[config.mk]
export PLATFORM = sky130hd
export DESIGN_NAME = onehot_q_reader
export DESIGN_NICKNAME = d
export VERILOG_FILES = /design/src/rtl/onehot_q_reader.sv
export SDC_FILE = /design/constraint.sdc
export NUM_CORES = 1
export LEC_CHECK = 0
export CORE_MARGIN = 8
export CORE_UTILIZATION = 35
export DETAILED_ROUTE_END_ITERATION = 10
export PLACE_DENSITY = 0.86
export SKIP_CTS_REPAIR_TIMING = 1
export SLEW_MARGIN = 10
export SYNTH_ARGS = -nofsm -noshare
export SYNTH_HDL_FRONTEND = slang
export SYNTH_SLANG_ARGS = --single-unit
[constraint.sdc]
create_clock -name clk -period 4.7 [get_ports clk]
set_input_delay 0.94 -clock clk [delete_from_list [all_inputs] [get_ports clk]]
set_output_delay 0.94 -clock clk [all_outputs]
set_load 0.02 [all_outputs]
[src/rtl/onehot_q_reader.sv]
// onehot_q_reader: read end of a one-hot-pointer circular queue.
// Owns rd_ptr/rd_wrap, detects empty, and stages one entry behind a valid/ready handshake.
//
// Ports:
//   clk      rising-edge clock
//   clr      asynchronous active-low reset
//   entries  flattened queue storage from the writer (entry k at [k*WIDTH +: WIDTH])
//   wr_ptr   writer one-hot write pointer
//   wr_wrap  writer wrap bit
//   flush    synchronous discard of queued and staged entries
//   ready    consumer accepts dout this cycle
//   valid    dout holds a valid entry
//   dout     staged entry
//   rd_ptr   one-hot read pointer (next slot to read)
//   rd_wrap  read wrap bit
module onehot_q_reader #(
    parameter int WIDTH = 16,
    parameter int DEPTH = 8
) (
    input  logic                   clk,
    input  logic                   clr,
    input  logic [DEPTH*WIDTH-1:0] entries,
    input  logic [DEPTH-1:0]       wr_ptr,
    input  logic                   wr_wrap,
    input  logic                   flush,
    input  logic                   ready,
    output logic                   valid,
    output logic [WIDTH-1:0]       dout,
    output logic [DEPTH-1:0]       rd_ptr,
    output logic                   rd_wrap
);

    logic [DEPTH-1:0] rd_ptr_q, rd_ptr_d;
    logic             rd_wrap_q, rd_wrap_d;
    logic             valid_q, valid_d;
    logic [WIDTH-1:0] dout_q, dout_d;

    logic             empty;
    logic             stage_free;
    logic             deq;
    logic [WIDTH-1:0] sel_word;

    // Equal pointers mean empty only when both sides are on the same lap.
    assign empty      = (rd_ptr_q == wr_ptr) && (rd_wrap_q == wr_wrap);
    assign stage_free = !valid_q || ready;
    assign deq        = stage_free && !empty && !flush;

    // One-hot AND-OR read mux: no binary decode of the pointer.
    always_comb begin
        sel_word = '0;
        for (int k = 0; k < DEPTH; k++) begin
            sel_word = sel_word
                     | (entries[k*WIDTH +: WIDTH] & {WIDTH{rd_ptr_q[k]}});
        end
    end

    always_comb begin
        rd_ptr_d  = rd_ptr_q;
        rd_wrap_d = rd_wrap_q;
        valid_d   = valid_q;
        dout_d    = dout_q;
        if (flush) begin
            // Resync to the writer; the staged entry is dropped.
            valid_d   = 1'b0;
            rd_ptr_d  = wr_ptr;
            rd_wrap_d = wr_wrap;
        end else if (deq) begin
            dout_d    = sel_word;
            valid_d   = 1'b1;
            rd_ptr_d  = {rd_ptr_q[DEPTH-2:0], rd_ptr_q[DEPTH-1]};
            rd_wrap_d = rd_wrap_q ^ rd_ptr_q[DEPTH-1];
        end else if (stage_free) begin
            valid_d = 1'b0;
        end
    end

    // rd_ptr bit 0 resets to 1; everything else resets to 0.
    always_ff @(posedge clk or negedge clr) begin
        if (!clr) begin
            rd_ptr_q  <= DEPTH'(1);
            rd_wrap_q <= 1'b0;
            valid_q   <= 1'b0;
            dout_q    <= '0;
        end else begin
            rd_ptr_q  <= rd_ptr_d;
            rd_wrap_q <= rd_wrap_d;
            valid_q   <= valid_d;
            dout_q    <= dout_d;
        end
    end

    assign valid   = valid_q;
    assign dout    = dout_q;
    assign rd_ptr  = rd_ptr_q;
    assign rd_wrap = rd_wrap_q;

endmodule

==> results of run 1 <==
report_power, final:
group | total, uW | switching (uW) | leakage [uW] | internal [uW]
Sequential | 306 | 62.5 | 0.000258 | 243
Clock | 184 | 69.9 | 0.0000357 | 114
Combinational | 330 | 123 | 0.00106 | 206
Total | 819 | 256 | 0.00136 | 563
routing by layer:
metal / part of all wire / global-route usage / vias up
met2: 0.51 / 0.3897 / 157
li1: - / - / 1122
met5: 0 / 0 / -
met4: 0.015 / 0.06174 / 0
met3: 0.090 / 0.05379 / 12
met1: 0.39 / 0.2584 / 1197
worst register-to-register path: cells and delay by family (launching register included):
kind	cells	cell delay (ns)
xor+xnor	1	0.18
simple gates	1	0.34
compound gates	1	0.97
mux	1	0.43
flops	1	0.93
synth_stat cells, types with 2 or more instances:
master / n / area share
a22oi_1: 64 / 0.24
dfrtp_1: 25 / 0.31
nand4_1: 17 / 0.053
mux2_4: 10 / 0.074
xnor2_1: 9 / 0.039
clkbuf_1: 7 / 0.013
mux2_2: 6 / 0.033
o221a_2: 6 / 0.033
or2_2: 6 / 0.019
buf_6: 5 / 0.028
a311o_1: 4 / 0.020
buf_1: 4 / 0.0074
buf_2: 4 / 0.0099
inv_1: 4 / 0.0074
o311ai_0: 3 / 0.013
a221oi_1: 2 / 0.0087
a311oi_1: 2 / 0.0087
and4_1: 2 / 0.0087
buf_4: 2 / 0.0074
nand3_1: 2 / 0.0050
nor2_1: 2 / 0.0037
o31ai_1: 2 / 0.0074
registers in the layout, indices dropped and copies added (netlist names):
name     flops
valid        1
rd_wrap      1
dout        16
rd_ptr       8
area by class of cell:
type                            instances  area, um2
Clock inverter                          1      30.03
Sequential cell                        26      651.9
Clock buffer                            3      41.29
Timing Repair Buffer                  166       1657
Tap cell                               72      90.09
Multi-Input combinational cell        147       1221
Fill cell                             449       1834
Inverter                                4      15.01
per-stage QoR:
| step | instance area (um2) | power [uW] | util | setup slack, ns | cells |
|---|---|---|---|---|---|
| final | 3706 | 819.2 | 0.6689 | 1.555 | 419 |
| after global routing | 3706 | 857.1 | 0.6689 | 1.468 | 419 |
| after CTS | 3711 | 820.3 | 0.6698 | 1.577 | 419 |
| after detailed placement | 3640 | 636.6 | 0.6570 | 1.282 | 415 |
| after global placement | 3640 | 631.8 | 0.6570 | 1.318 | 415 |
| after floorplan | 2021 | 443.3 | - | 2.248 | 199 |
cells by family (layout without fill, tap and decap cells):
logic type | Yosys count | in the layout | synth area share
compound gates | 88 | 88 | 0.3548
xor+xnor | 9 | 9 | 0.03901
buf+inv | 26 | 174 | 0.07306
flops | 26 | 26 | 0.3226
mux | 16 | 16 | 0.1077
simple gates | 34 | 34 | 0.1028
final timing paths:
kind | to | slack, ns | cells past startpoint
max | dout[0] | 1.56 | 5
min | dout[15] | 0.51 | 1
max reg2reg | dout[0] | 1.74 | 4
min reg2reg | dout[15] | 0.51 | 1
max in group asynchronous | rd_ptr[0] | 3.67 | 1
min in group asynchronous | dout[15] | 0.66 | 1
==> run_results.csv, run 1 <==
group,metric,value,unit
sta,rsz0062_at_grt,"no",
cells_and_area,final_cell_mix,"165 x clkdlybuf4s50_1, 64 x a22oi_1, 25 x dfrtp_1, 17 x nand4_1, 10 x mux2_4",
routing,route.detailed.drc,0,
synthesis,synth-main-ff-cell,"dfrtp_1",
routing,post_drt_wl_per_cell,23.78,um
placed_design,io_buffers,166,
cells_and_area,num_antenna_cells,0,
worst_setup_path,crit_required,4.85,ns
cells_and_area,drive_above_1_share,0.1009,
synthesis,synth_edf_count,0,
clock_tree,clock-sinks,26,
global_route,grt-ovfl-total,0,
global_route,grt_pass1_vias,2665,
routing,wl,9962,um
sta,slew_headroom,0.2968,
global_route,grt_pass1_wl,15090,um
global_route,grt_max_degree,27,
synthesis,synthArstFlopShare,1.000,
routing,ant_nets,0,
synthesis,ys_seq_elements,26,
clock_tree,cts.path.max_buffers,2,
worst_setup_path,path_cells,"clkdlybuf4s50_1 > xnor2_1 > and4_1 > a311oi_4 > mux2_2",
status,run_status,"completed",
floorplanning,coreArea,5540,um2
floorplanning,pin_count,167,
hold_path,hp-start,"dout[15]",
power,p_per_area,221.0,nW/um2
routing,viasPerCell,5.938,
cells_and_area,final_nets,489,
clock_tree,cts_root_buffer,"clkbuf_8",
worst_setup_path,worstSetupPathType,"in2reg",
sta,drv_slew,0,
clock_tree,clock_latency,0.27,ns
clock_tree,cts_made_buffers,3,
hold_path,hold_class,"reg2reg",
sta,whs,0.5147,ns
synthesis,ys_seq_area_frac,0.3226,
worst_setup_path,cp.buffers_inverters,1,
worst_setup_path,cp_slowest_cell,"a311oi_4",
sta,layout_worst_path_cycle_share,0.6691,
worst_setup_path,max_stage_delay,0.94,ns
sta,finalSetupViolCount,0,
worst_setup_path,cp-startpoint,"wr_ptr[1]",
routing,drt_iter0_drc,142,
sta,worst_pin_slew,1.055,ns
worst_setup_path,worstSetupStartpointType,"primary input",
placed_design,routabilityCongestion,0.8747,
cells_and_area,final_common_cell,"clkdlybuf4s50_1",
run,maxCapViolCount,0,
sta,skew,0.004508,ns
worst_setup_path,path_max_fanout,16,
floorplanning,die_h,91.98,um
global_route,track_usage,0.2209,
synthesis,syn-num-nets,340,
synthesis,synth_cells,199,
sta,finalHoldViolCount,0,
floorplanning,die-area,8460,um2
routing,dr.pass1.iters,5,
power,ir_drop,0.1820,mV
synthesis,netlist_area,2021,um2
worst_setup_path,crit_path_end_kind,"register",
floorplanning,start_util,0.3647,
synthesis,yosys_warnings,0,
placed_design,hpwlAfterDp,7823,um
synthesis,avgSynthCellArea,10.15,um2
worst_setup_path,cp_top_family,"compound AO/OA/AOI/OAI gates",
routing,vias,2488,
synthesis,yosysUniqueCellTypes,33,
cells_and_area,area_growth,83.41,%
clock_tree,htree_num_levels,1,
power,cellLeakagePower,0.001356,uW
sta,tns,0,ns
clock_tree,cts_tree,"done",
floorplanning,rows,27,
worst_setup_path,arrival,3.30,ns
sta,finalCriticalPeriod,3.145,ns
worst_setup_path,rr_startpoint,"rd_ptr[7]",
clock_tree,clkTransAtPathRegs,0.09,ns
global_route,antenna_found_initial,0,
floorplanning,dieWidth,91.98,um
sta,fmax,0.3180,GHz
Power figures use the tool's default switching activity.
==> run 2, diff against run 1 <==
--- a/config.mk
+++ b/config.mk
@@ -6,9 +6,9 @@
 export NUM_CORES = 1
 export LEC_CHECK = 0
 export CORE_MARGIN = 8
-export CORE_UTILIZATION = 35
+export CORE_UTILIZATION = 30
 export DETAILED_ROUTE_END_ITERATION = 10
-export PLACE_DENSITY = 0.86
+export PLACE_DENSITY = 0.78
 export SKIP_CTS_REPAIR_TIMING = 1
 export SLEW_MARGIN = 10
 export SYNTH_ARGS = -nofsm -noshare
==> constraint.sdc (replaced) <==
create_clock -name clk -period 2.6 [get_ports clk]
set_input_delay 0.52 -clock clk [delete_from_list [all_inputs] [get_ports clk]]
set_output_delay 0.52 -clock clk [all_outputs]
set_load 0.02 [all_outputs]
==> run 2 against run 1 <==
  * Final cell count is 6.0% higher
  * Total power is 86% higher
  * Clock skew is 0.00076 ns lower
  * Wire length is 0.15% lower
  * Critical path type is now reg2out
  * Critical endpoint is now rd_ptr[0]
  * Register-to-register slack worse by 1.3 ns
  * Clock power is 83% higher
==> run_results.csv, run 2 (synthesis results as in run 1) <==
group,metric,value,unit
power,p_per_area,395.9,nW/um2
sta,finalSetupViolCount,0,
sta,rsz0062_at_grt,"no",
routing,viasPerCell,5.658,
worst_setup_path,path_cells,"clkdlybuf4s50_1",
routing,post_drt_wl_per_cell,22.40,um
floorplanning,die-area,9618,um2
routing,wl,9947,um
placed_design,hpwlAfterDp,8013,um
sta,finalHoldViolCount,0,
worst_setup_path,max_stage_delay,0.84,ns
floorplanning,start_util,0.3041,
routing,dr.pass1.iters,4,
sta,slew_headroom,0.6351,
routing,routed-wl-met2,4839,um
power,ir_drop,0.2241,mV
worst_setup_path,worstSetupPathType,"reg2out",
hold_path,hold_class,"reg2reg",
floorplanning,pin_count,167,
routing,ant_nets,0,
cells_and_area,area_growth,90.46,%
global_route,antenna_found_initial,0,
cells_and_area,fin_util,0.5793,
worst_setup_path,arrival,1.83,ns
cells_and_area,final_nets,506,
clock_tree,htree_num_levels,1,
routing,vias,2512,
clock_tree,cts_tree,"done",
clock_tree,clkTransAtPathRegs,0.09,ns
clock_tree,cts_made_buffers,3,
cells_and_area,final_common_cell,"clkdlybuf4s50_1",
global_route,track_usage,0.1996,
placed_design,routabilityCongestion,0.8599,
global_route,grt_max_degree,27,
power,cellLeakagePower,0.001439,uW
worst_setup_path,reg2reg_slack,0.44,ns
run,maxCapViolCount,0,
status,run_status,"completed",
placed_design,io_buffers,166,
clock_tree,cts_root_buffer,"clkbuf_8",
sta,finalCriticalPeriod,2.347,ns
hold_path,holdPathStages,1,
sta,layout_worst_path_cycle_share,0.9026,
floorplanning,die_h,98.07,um
sta,fmax,0.4261,GHz
sta,worst_pin_slew,0.5448,ns
clock_tree,cts.path.max_buffers,2,
worst_setup_path,worstSetupStartpointType,"register",
worst_setup_path,cp_slowest_cell,"dfstp_2",
sta,skew,0.003749,ns
cells_and_area,drive_above_1_share,0.1401,
floorplanning,dieWidth,98.07,um
routing,route.detailed.drc,0,
global_route,grt_pass1_wl,15230,um
sta,tns,0,ns
routing,dr_wl_met3,883,um
routing,top_layer,"met4",
worst_setup_path,reg2reg_depth,5,
clock_tree,clock_latency,0.27,ns
cells_and_area,num_antenna_cells,0,
clock_tree,clock-sinks,26,
global_route,grt_pass1_vias,2652,
sta,drv_slew,0,
floorplanning,coreArea,6644,um2
worst_setup_path,cp_top_family,"flip-flops",
routing,met1_length,4042,um
worst_setup_path,crit_path_end_kind,"output pin",
cells_and_area,largest_register_ff_count,16,
worst_setup_path,timing.rr.end,"dout[12]",
worst_setup_path,path_max_fanout,19,
hold_path,hp-start,"dout[7]",
worst_setup_path,path_depth,1,
worst_setup_path,crit_required,2.08,ns
floorplanning,rows,30,
worst_setup_path,cp.buffers_inverters,1,
hold_path,hold_path_end,"dout[7]",
worst_setup_path,rr_startpoint,"rd_ptr[0]",
routing,drt_iter0_drc,141,
cells_and_area,final_cell_mix,"166 x clkdlybuf4s50_1, 64 x a22oi_1, 25 x dfrtp_1, 17 x nand4_1, 17 x buf_4",
global_route,grt-ovfl-total,0,
run 2: cell types whose count changed in the layout (fill, tap and decap cells not counted), sizes merged:
cell,change
clkdlybuf4s50,+1
buf,+16
run 2: stage by stage:
stage / setup WS, ns / power (uW) / instance area (um2) / hold WS (ns) / std cells
after CTS: 0.2561 / 1538 / 3849 / 0.5179 / 444
after global placement: 0.2182 / 1186 / 3777 / 0.4912 / 440
after global routing: 0.2142 / 1612 / 3849 / 0.5287 / 444
after floorplan: 0.4588 / 801.4 / 2021 / 0.2244 / 199
after detailed placement: 0.1927 / 1194 / 3777 / 0.4965 / 440
final: 0.2533 / 1524 / 3849 / 0.5160 / 444
run 2: layout make-up:
cell class | count | area (um2)
clock buffer | 3 | 41.29
clock inverter | 1 | 30.03
fill | 558 | 2795
inverter | 4 | 15.01
multi-input combinational | 147 | 1221
sequential | 26 | 651.9
tap | 80 | 100.1
timing repair buffer | 183 | 1789
run 2: power by group:
| part | internal, uW | switching [uW] |
|---|---|---|
| combinational | 404 | 294 |
| sequential | 441 | 47.4 |
| clock | 206 | 131 |
| total | 1050 | 473 |
run 2: layer usage:
| metal | up-vias | global-route usage |
|---|---|---|
| met3 | 12 | 0.05477 |
| met1 | 1208 | 0.2360 |
| met4 | 0 | 0.06235 |
| li1 | 1155 | - |
| met5 | - | 0 |
| met2 | 137 | 0.3409 |
run 2: how the worst max path moves through the flow:
| stage | slack (ns) | start | endpoint |
|---|---|---|---|
| detailed placement | 0.19 | wr_ptr[7] | dout[12] |
| finish | 0.25 | rd_ptr[0] | rd_ptr[0] |
| CTS | 0.26 | rd_ptr[0] | rd_ptr[0] |
| global route | 0.21 | rd_ptr[0] | rd_ptr[0] |
| floorplan | 0.46 | rd_ptr[0] | dout[10] |
| global placement | 0.22 | wr_ptr[5] | rd_ptr[4] |
==> run 3, diff against run 2 <==
--- a/config.mk
+++ b/config.mk
@@ -6,11 +6,12 @@
 export NUM_CORES = 1
 export LEC_CHECK = 0
 export CORE_MARGIN = 8
-export CORE_UTILIZATION = 30
+export CORE_UTILIZATION = 33
 export DETAILED_ROUTE_END_ITERATION = 10
-export PLACE_DENSITY = 0.78
+export PLACE_DENSITY_LB_ADDON = 0.12
 export SKIP_CTS_REPAIR_TIMING = 1
 export SLEW_MARGIN = 10
 export SYNTH_ARGS = -nofsm -noshare
 export SYNTH_HDL_FRONTEND = slang
 export SYNTH_SLANG_ARGS = --single-unit
+export TNS_END_PERCENT = 5
==> constraint.sdc (replaced) <==
create_clock -name clk -period 2.5 [get_ports clk]
set_input_delay 0.5 -clock clk [delete_from_list [all_inputs] [get_ports clk]]
set_output_delay 0.5 -clock clk [all_outputs]
set_load 0.02 [all_outputs]
==> run 3 against run 2 <==
  * Total power is 4.1% higher
  * Largest power group unchanged
  * Worst setup slack better by 0.16 ns
  * Utilization is 7.4 points higher
  * Clock power is 3% higher
  * Wire length is 2.8% lower
  * Critical path depth is 5 higher
  * Final cell count is 0.68% lower
  * Sequential cell count stayed put
  * Clock skew is 0.0017 ns higher
  * Highest routed layer unchanged
  * Global-route usage is 0.45 points higher
  * First-iteration DRC count is 3.5% higher
  * Critical endpoint is now dout[0]
==> run_results.csv, run 3 (synthesis results as in run 1) <==
group,metric,value,unit
cells_and_area,final_common_cell,"clkdlybuf4s50_1",
worst_setup_path,crit_path_end_kind,"register",
placed_design,hpwlAfterDp,7749,um
floorplanning,coreArea,5921,um2
power,cellLeakagePower,0.001452,uW
global_route,track_usage,0.2041,
cells_and_area,area_growth,91.52,%
routing,drt_iter0_drc,146,
global_route,grt_max_degree,27,
routing,ant_nets,0,
clock_tree,cts_root_buffer,"clkbuf_8",
worst_setup_path,max_stage_delay,0.44,ns
status,run_status,"completed",
power,pwr-share-seq,0.312,
sta,layout_worst_path_cycle_share,0.8347,
routing,wl,9671,um
worst_setup_path,crit_required,2.66,ns
placed_design,io_buffers,166,
sta,rsz0062_at_grt,"no",
sta,worst_pin_slew,0.4058,ns
sta,finalSetupViolCount,0,
sta,finalCriticalPeriod,2.087,ns
floorplanning,start_util,0.3413,
worst_setup_path,cp_slowest_cell,"clkdlybuf4s50_1",
cells_and_area,final_cells,441,
clock_tree,cts.path.max_buffers,2,
sta,slew_headroom,0.7289,
clock_tree,clock_latency,0.27,ns
floorplanning,dieWidth,94.25,um
clock_tree,cts_tree,"done",
clock_tree,cts_made_buffers,3,
sta,finalHoldViolCount,0,
global_route,grt_pass1_vias,2566,
global_route,antenna_found_initial,0,
cells_and_area,drive_above_1_share,0.1448,
sta,tns,0,ns
routing,vias,2474,
worst_setup_path,path_max_fanout,16,
cells_and_area,largest_register_ff_count,16,
cells_and_area,num_antenna_cells,0,
placed_design,dpl.cell_count,437,
run,maxCapViolCount,0,
floorplanning,pin_count,167,
global_route,grt_pass1_wl,14170,um
clock_tree,clkTransAtPathRegs,0.09,ns
routing,post_drt_wl_per_cell,21.93,um
placed_design,routabilityCongestion,0.8954,
worst_setup_path,worstSetupPathType,"in2reg",
power,clkPwrFrac,0.220,
clock_tree,htree_num_levels,1,
power,netSwitchingFraction,0.3075,
worst_setup_path,path_cells,"clkdlybuf4s50_1 > xnor2_1 > and4_1 > a311oi_4 > buf_12 > mux2_2",
floorplanning,die-area,8883,um2
cells_and_area,final_cell_mix,"166 x clkdlybuf4s50_1, 64 x a22oi_1, 25 x dfrtp_1, 18 x buf_4, 17 x nand4_1",
floorplanning,die_h,94.25,um
sta,fmax,0.4792,GHz
hold_path,hold_class,"reg2reg",
power,power.switching,487.8,uW
cells_and_area,final_nets,508,
worst_setup_path,worstSetupStartpointType,"primary input",
power,combPwrFrac,0.469,
cells_and_area,fillerInstances,511,
routing,viasPerCell,5.610,
routing,dr.pass1.iters,4,
global_route,grt-ovfl-total,0,
cells_and_area,multi_input_area,1221,um2
power,p_per_area,410.0,nW/um2
power,ir_drop,0.2266,mV
worst_setup_path,arrival,2.24,ns
power,internal-power,1099,uW
cells_and_area,seq_area,651.9,um2
floorplanning,rows,28,
clock_tree,clock-sinks,26,
cells_and_area,fin_util,0.6536,
sta,skew,0.005463,ns
sta,drv_slew,0,
routing,route.detailed.drc,0,
sta,whs,0.5146,ns
## run 3: changes by cell type in the layout (fill, tap and decap cells not counted), sizes merged
| cell | before | now |
|---|---|---|
| buf | 17 | 19 |
## run 3: final cells by class
cell class | instances | area share
timing repair buffer | 185 | 0.4694
multi-input combinational | 147 | 0.3156
sequential | 26 | 0.1684
tap | 75 | 0.02425
clock buffer | 3 | 0.01067
clock inverter | 1 | 0.007759
inverter | 4 | 0.003880
## run 3: power groups by stage
stage          Sequential (uW)  Combinational, uW  Clock (uW)
2_1_floorplan              534                300           0
3_3_place_gp               503                738           0
3_5_place_dp               503                743           0
4_1_cts                    494                747         356
5_1_grt                    500                792         376
6_report                   495                744         348
## run 3: critical path: cells and delay by family
kind                   cells  cell delay (ns)
AO/OA/AOI/OAI              1             0.31
XOR/XNOR                   1             0.18
AND/OR/NAND/NOR            1             0.26
buffers and inverters      2             0.65
multiplexers               1             0.34
## run 3: per-layer routing
| metal | wire (um) | part of all wire | global-route usage | up-vias |
|---|---|---|---|---|
| met4 | 34 | 0.0035 | 0.04624 | 0 |
| met5 | 0 | 0 | 0 | - |
| met2 | 5030 | 0.52 | 0.3667 | 108 |
| met1 | 3870 | 0.40 | 0.2398 | 1201 |
| met3 | 735 | 0.076 | 0.04237 | 2 |
| li1 | - | - | - | 1163 |
## run 3: per-stage QoR
step	setup WS [ns]	area (um2)	power, uW
global placement	0.1727	3799	1241
floorplan	0.3588	2021	833.4
CTS	0.4084	3870	1598
global route	0.3510	3870	1668
finish	0.4132	3870	1587
detailed placement	0.1320	3799	1246
## run 3: final timing paths
check                           from        end  slack, ns  depth (start not counted)
max                          wr_wrap    dout[0]       0.41                          6
min                          dout[1]    dout[1]       0.51                          1
max reg2reg                rd_ptr[0]    dout[0]       0.62                          5
min reg2reg                  dout[1]    dout[1]       0.51                          1
max in group asynchronous        clr  rd_ptr[0]       1.58                          2
min in group asynchronous        clr  rd_ptr[7]       0.62                          2
